$ cat config.mk
export PLATFORM = sky130hd
export DESIGN_NAME = uart_rx_fifo
export DESIGN_NICKNAME = d
export VERILOG_FILES = /design/src/rtl/uart_rx_fifo.sv
export SDC_FILE = /design/constraint.sdc
export NUM_CORES = 1
export LEC_CHECK = 0
export CORE_MARGIN = 1
export CORE_UTILIZATION = 30
export DETAILED_ROUTE_END_ITERATION = 8
export PLACE_DENSITY = 0.42
export SKIP_LAST_GASP = 1
export SYNTH_ARGS = -nofsm -noshare
export SYNTH_HDL_FRONTEND = slang
export SYNTH_SLANG_ARGS = --single-unit
$ cat constraint.sdc
create_clock -name clk -period 6.11 [get_ports clk]
set_input_delay 1.222 -clock clk [delete_from_list [all_inputs] [get_ports clk]]
set_output_delay 1.222 -clock clk [all_outputs]
set_load 0.005 [all_outputs]
$ cat src/rtl/uart_rx_fifo.sv
// uart_rx_fifo: oversampling UART receiver with parity/framing/overrun detection feeding a FWFT frame FIFO
module uart_rx_fifo #(
    parameter int CLKS_PER_BIT = 32,
    parameter int DATA_BITS    = 8,
    parameter int PARITY       = 0,
    parameter int STOP_BITS    = 1,
    parameter int FIFO_DEPTH   = 4
) (
    input  logic                 clk,
    input  logic                 rst,
    input  logic                 RsRx,
    output logic [DATA_BITS-1:0] Rx_data,
    output logic                 rx_valid,
    input  logic                 rx_ready,
    output logic                 parity_err,
    output logic                 frame_err,
    output logic                 overrun,
    output logic                 busy
);
    localparam int AW   = $clog2(FIFO_DEPTH);
    localparam int CW   = $clog2(CLKS_PER_BIT);
    localparam int HALF = CLKS_PER_BIT / 2;

    typedef enum logic [2:0] {IDLE, START, DATA, PAR, STOP, PUSH} state_t;

    state_t               state;
    logic [1:0]           sync;
    logic                 rxs, rxs_d;
    logic [CW-1:0]        cnt;
    logic [3:0]           bit_n;
    logic [DATA_BITS-1:0] shreg;
    logic                 par_bad, stop_bad;
    logic [DATA_BITS-1:0] mem [FIFO_DEPTH];
    logic [AW-1:0]        wr_ptr, rd_ptr;
    logic [AW:0]          count;
    logic                 tick, pop, full, push_ok;

    assign rxs      = sync[1];
    assign tick     = cnt == CW'(CLKS_PER_BIT - 1);
    assign rx_valid = count != '0;
    assign pop      = rx_valid && rx_ready;
    assign full     = count == (AW+1)'(FIFO_DEPTH);
    assign push_ok  = state == PUSH && !stop_bad && !par_bad && (!full || pop);
    assign Rx_data  = mem[rd_ptr];
    assign busy     = state != IDLE;

    always_ff @(posedge clk or negedge rst) begin
        if (!rst) begin
            sync       <= 2'b11;
            rxs_d      <= 1'b1;
            state      <= IDLE;
            cnt        <= '0;
            bit_n      <= '0;
            shreg      <= '0;
            par_bad    <= 1'b0;
            stop_bad   <= 1'b0;
            parity_err <= 1'b0;
            frame_err  <= 1'b0;
            overrun    <= 1'b0;
        end else begin
            sync       <= {sync[0], RsRx};
            rxs_d      <= rxs;
            frame_err  <= state == PUSH && stop_bad;
            parity_err <= state == PUSH && !stop_bad && par_bad;
            overrun    <= state == PUSH && !stop_bad && !par_bad && full && !pop;
            cnt        <= tick ? '0 : cnt + 1'b1;
            case (state)
                IDLE: if (rxs_d && !rxs) begin
                    state    <= START;
                    cnt      <= '0;
                    bit_n    <= '0;
                    par_bad  <= 1'b0;
                    stop_bad <= 1'b0;
                end
                START: if (cnt == CW'(HALF - 1)) begin
                    cnt   <= '0;
                    state <= rxs ? IDLE : DATA;
                end
                DATA: if (tick) begin
                    shreg <= {rxs, shreg[DATA_BITS-1:1]};
                    bit_n <= bit_n + 1'b1;
                    if (bit_n == 4'(DATA_BITS - 1)) begin
                        bit_n <= '0;
                        state <= PARITY != 0 ? PAR : STOP;
                    end
                end
                // odd parity wants data^p == 1, even wants 0
                PAR: if (tick) begin
                    par_bad <= (^shreg) ^ rxs ^ (PARITY == 1);
                    state   <= STOP;
                end
                STOP: if (tick) begin
                    stop_bad <= stop_bad || !rxs;
                    bit_n    <= bit_n + 1'b1;
                    if (bit_n == 4'(STOP_BITS - 1)) state <= PUSH;
                end
                PUSH: state <= IDLE;
                default: state <= IDLE;
            endcase
        end
    end

    always_ff @(posedge clk or negedge rst) begin
        if (!rst) begin
            wr_ptr <= '0;
            rd_ptr <= '0;
            count  <= '0;
            for (int i = 0; i < FIFO_DEPTH; i++) mem[i] <= '0;
        end else begin
            if (push_ok) begin
                mem[wr_ptr] <= shreg;
                wr_ptr      <= wr_ptr + 1'b1;
            end
            if (pop) rd_ptr <= rd_ptr + 1'b1;
            count <= count + {{AW{1'b0}}, push_ok} - {{AW{1'b0}}, pop};
        end
    end
endmodule

==> results.txt <==
The total power density per cell area is 311 nW/um^2. The average wire per standard cell is 15.3 microns. The signal on the critical path passes through mux4_2 -> clkdlybuf4s50_1. The most used flip-flop cell after synthesis is sky130_fd_sc_hd__dfrtp_1. Setup repair after global routing left no endpoint under its margin. The largest family of logic cells by synthesized area is multiplexers.

Input and output buffers added on the ports amount to 16. The sum of net half-perimeters after detailed placement came out at 3820 microns. The simple-gate area share of the yosys netlist is 0.101. The longest individual stage delay on the worst path is 0.78 ns. The proportion of layout cells with a drive suffix above 1 is 0.304. The post-synthesis share of cell area spent on full adders, half adders and majority gates came out at 0.0506.

By count the netlist is led by sky130_fd_sc_hd__dfrtp_1, sky130_fd_sc_hd__mux2_4, sky130_fd_sc_hd__ha_1, sky130_fd_sc_hd__inv_1, sky130_fd_sc_hd__nor2_1. The largest net degree at the start of global routing came out at 68. The run finished with clean final reports. The total via count after detailed routing came out at 1822. The deepest level of the CTS H-tree came out at 3. Before antenna repair, the detailed router went through 4 iterations.

The number of different library cells in the post-synthesis netlist is 49. The cell family contributing the most delay on the critical path is flip-flops. The number of antenna violations at the first check in global routing is 0. The mean instance size in the synthesized netlist is 14.0 sq um. The clock root buffer is sky130_fd_sc_hd__clkbuf_8.

During synthesis, Yosys emitted a total of 0 warnings. The number of remaining DRC errors came out at 0. In this run, post-CTS repair resized a total of 0 instances. 0 antenna diodes ended up in the layout. The floorplan core area came out at 10900 sq um.

In this run, the number of DRC markers left after iteration 0 of detailed routing was 50. The die covers 11600 sq um. The cell area after synthesis came out at 3370 sq um. The cell count after synthesis came out at 240. Yosys instantiated no cell more often than sky130_fd_sc_hd__dfrtp_1. The length in cells of the worst reg-to-reg path came out at 10. The height of the die came out at 108 microns. The number of pins exceeding their max-slew limit in the final report came out at 0. TritonCTS built the clock tree. The total number of placement rows came out at 38. The post-layout minimum cycle time came out at 3.42 ns. The hold path depth is 0.

The via count of the first global-routing pass came out at 1894. After clock tree synthesis, the flow added hold-fix buffers numbering 0. The share of the synthesized area in compound gates (AO/OA/AOI/OAI) came out at 0.0431. At the end of routability-driven placement, the weighted congestion stood at 0.707. The peak clock frequency supported by timing is 0.293 GHz. Counting the buffers created by CTS gives 9.

The portion of the clock cycle consumed by the worst path in the final layout is 0.559. The area added between synthesis and finish came out at 13.9%. In the synthesized netlist the async set-or-reset flop fraction comes to 1.00. The slew at the pin closest to its max-slew limit came out at 0.885 ns.

The count of boundary I/O pins came out at 17. Summing internal, switching and leakage power gives 1.19 mW. The static power due to leakage is 1.72 nW. The post-synth net total came out at 257. The final setup skew came out at 0.0101 ns.

The share of synthesized area in the top cell type comes to 0.476. In this run, synthesis produced a sequential element count of 67. Of the total synthesized cell area, the portion taken by XOR and XNOR cells is 0.0405.

The clock reaches the later pin of the worst-skew pair after 0.35 ns. The total negative setup slack is 0 ns. The net count of the finished layout is 275.

The cell area reported after detailed placement came out at 3630 sq um. The number of synthesized flops with an enable pin is 0. Across the run, the number of max-cap violations was 0. The worst setup path is launched from a flop. The maximum buffer depth of the clock tree is 2. The total number of clock tree sinks is 67. The clock transition time at the flip-flop clock pins of the worst setup and hold paths is 0.08 ns. STA classifies the critical path endpoint as a primary output. After global routing the overflow that remains totals 0. Counting buffers and inverters, the worst setup path is 2 cells deep.

The worst setup path is of the reg2out kind. The total routed wirelength came out at 6170 microns. The cell type contributing the most total cell area after synthesis is sky130_fd_sc_hd__dfrtp_1. The mean number of vias per cell is 4.52.

The portion of the post-synthesis area used by sequential elements is 0.499. The floorplan step set the die width to 108 microns. The class of the worst hold path is reg2reg.

Buffers added to address setup during post-CTS repair amount to 0. In the global route stage, overall resource usage came out at 0.122. Once detail routing completed, the nets flagged for antenna violations numbered 0. After routing the design area is 3830 sq um.

For this design, the slowest cell found on the critical path is sky130_fd_sc_hd__dfrtp_1. The global-route wire length before repair is 10300 microns. The worst-case IR drop observed on VDD is 248 uV. Together, buffers and inverters on the worst path number 1. After synthesis, the share of cell area in mux cells is 0.230. By area the synthesized netlist is led by sky130_fd_sc_hd__dfrtp_1, sky130_fd_sc_hd__mux2_4, sky130_fd_sc_hd__mux4_2.

The initial utilization of the core area, before any placement, comes to 0.309. The worst pin sits at a relative slew slack of 0.410. The worst-path maximum fanout is 10.

The required time at the endpoint of the critical path came out at 4.89 ns. The final number of hold-violating endpoints came out at 0. The arrival time at the worst endpoint is 2.19 ns.

Setup violations remaining at the end of the flow were counted as 0.
[sequential cells by signal, indices dropped and copies added, names as in the netlist]
signal / cells
mem: 32
shreg: 8
cnt: 5
bit_n: 4
count: 3
state: 3
rd_ptr: 2
sync: 2
wr_ptr: 2
frame_err: 1
overrun: 1
par_bad: 1
parity_err: 1
rxs_d: 1
stop_bad: 1
[worst paths after layout]
check	startpoint	to	slack [ns]
max in group asynchronous	rst	mem[19]	4.46
worst max register to register	state[0]	count[2]	3.19
worst max-delay path	rd_ptr[0]	Rx_data[6]	2.69
worst min register to register	sync[0]	sync[1]	0.36
worst min-delay path	sync[0]	sync[1]	0.36
min in group asynchronous	rst	mem[29]	1.07
[stage by stage]
| stage | hold slack, ns | instances | worst slack, ns | util |
|---|---|---|---|---|
| floorplan | 0.345 | 240 | 3.03 | - |
| global placement | 0.346 | 387 | 2.55 | 0.333 |
| detailed placement | 0.347 | 387 | 2.49 | 0.333 |
| CTS | 0.358 | 403 | 2.61 | 0.352 |
| global route | 0.364 | 403 | 2.57 | 0.352 |
| finish | 0.356 | 403 | 2.69 | 0.352 |
[area by class of cell]
cell class	count	area [sq um]
repair buffers	17	163
fillers	1068	7060
inverters	12	45.0
well taps	140	175
clock inverters	4	48.8
multi-input cells	151	1570
flip-flops and latches	67	1680
clock buffers	12	155
[per-layer routing]
layer | up-vias | share of wire | GRT usage
met3 | 8 | 0.033 | 0.0406
li1 | 883 | - | -
met1 | 900 | 0.50 | 0.162
met4 | 0 | 0.017 | 0.0499
met2 | 31 | 0.45 | 0.183
met5 | - | 0 | 0
[cells in the final DEF (no fill, tap or decap), types with 3 or more instances in the layout]
master                            synthesis  layout
sky130_fd_sc_hd__a21oi_1                  7       7
sky130_fd_sc_hd__and2_1                   5       5
sky130_fd_sc_hd__clkbuf_8                 0      11
sky130_fd_sc_hd__clkdlybuf4s50_1          0      15
sky130_fd_sc_hd__dfrtp_1                 64      64
sky130_fd_sc_hd__dfstp_2                  3       3
sky130_fd_sc_hd__ha_1                    12      12
sky130_fd_sc_hd__inv_1                   12      12
sky130_fd_sc_hd__mux2_2                  10      10
sky130_fd_sc_hd__mux2_4                  32      32
sky130_fd_sc_hd__mux4_2                   8       8
sky130_fd_sc_hd__nand2_1                  5       5
sky130_fd_sc_hd__nand3_1                  6       6
sky130_fd_sc_hd__nor2_1                  11      11
sky130_fd_sc_hd__nor2b_1                  4       4
sky130_fd_sc_hd__o21ai_0                  3       3
sky130_fd_sc_hd__xnor2_1                 10      10
sky130_fd_sc_hd__xor2_1                   3       3
[cells by family (layout without fill, tap and decap cells)]
family,count (synthesis),in the layout
flip-flops,67,67
AND/OR/NAND/NOR,54,54
multiplexers,50,50
buffers and inverters,22,45
AO/OA/AOI/OAI,20,20
XOR/XNOR,14,14
adder cells (fa/ha/maj),13,13
[report_power, final]
part | total, mW | leakage (nW) | internal (mW) | switching (mW)
Sequential | 0.586 | 0.904 | 0.490 | 0.0967
Clock | 0.378 | 0.106 | 0.210 | 0.168
Combinational | 0.226 | 0.705 | 0.130 | 0.0959
Total | 1.19 | 1.72 | 0.830 | 0.361
(Power assumes the default switching activity.)
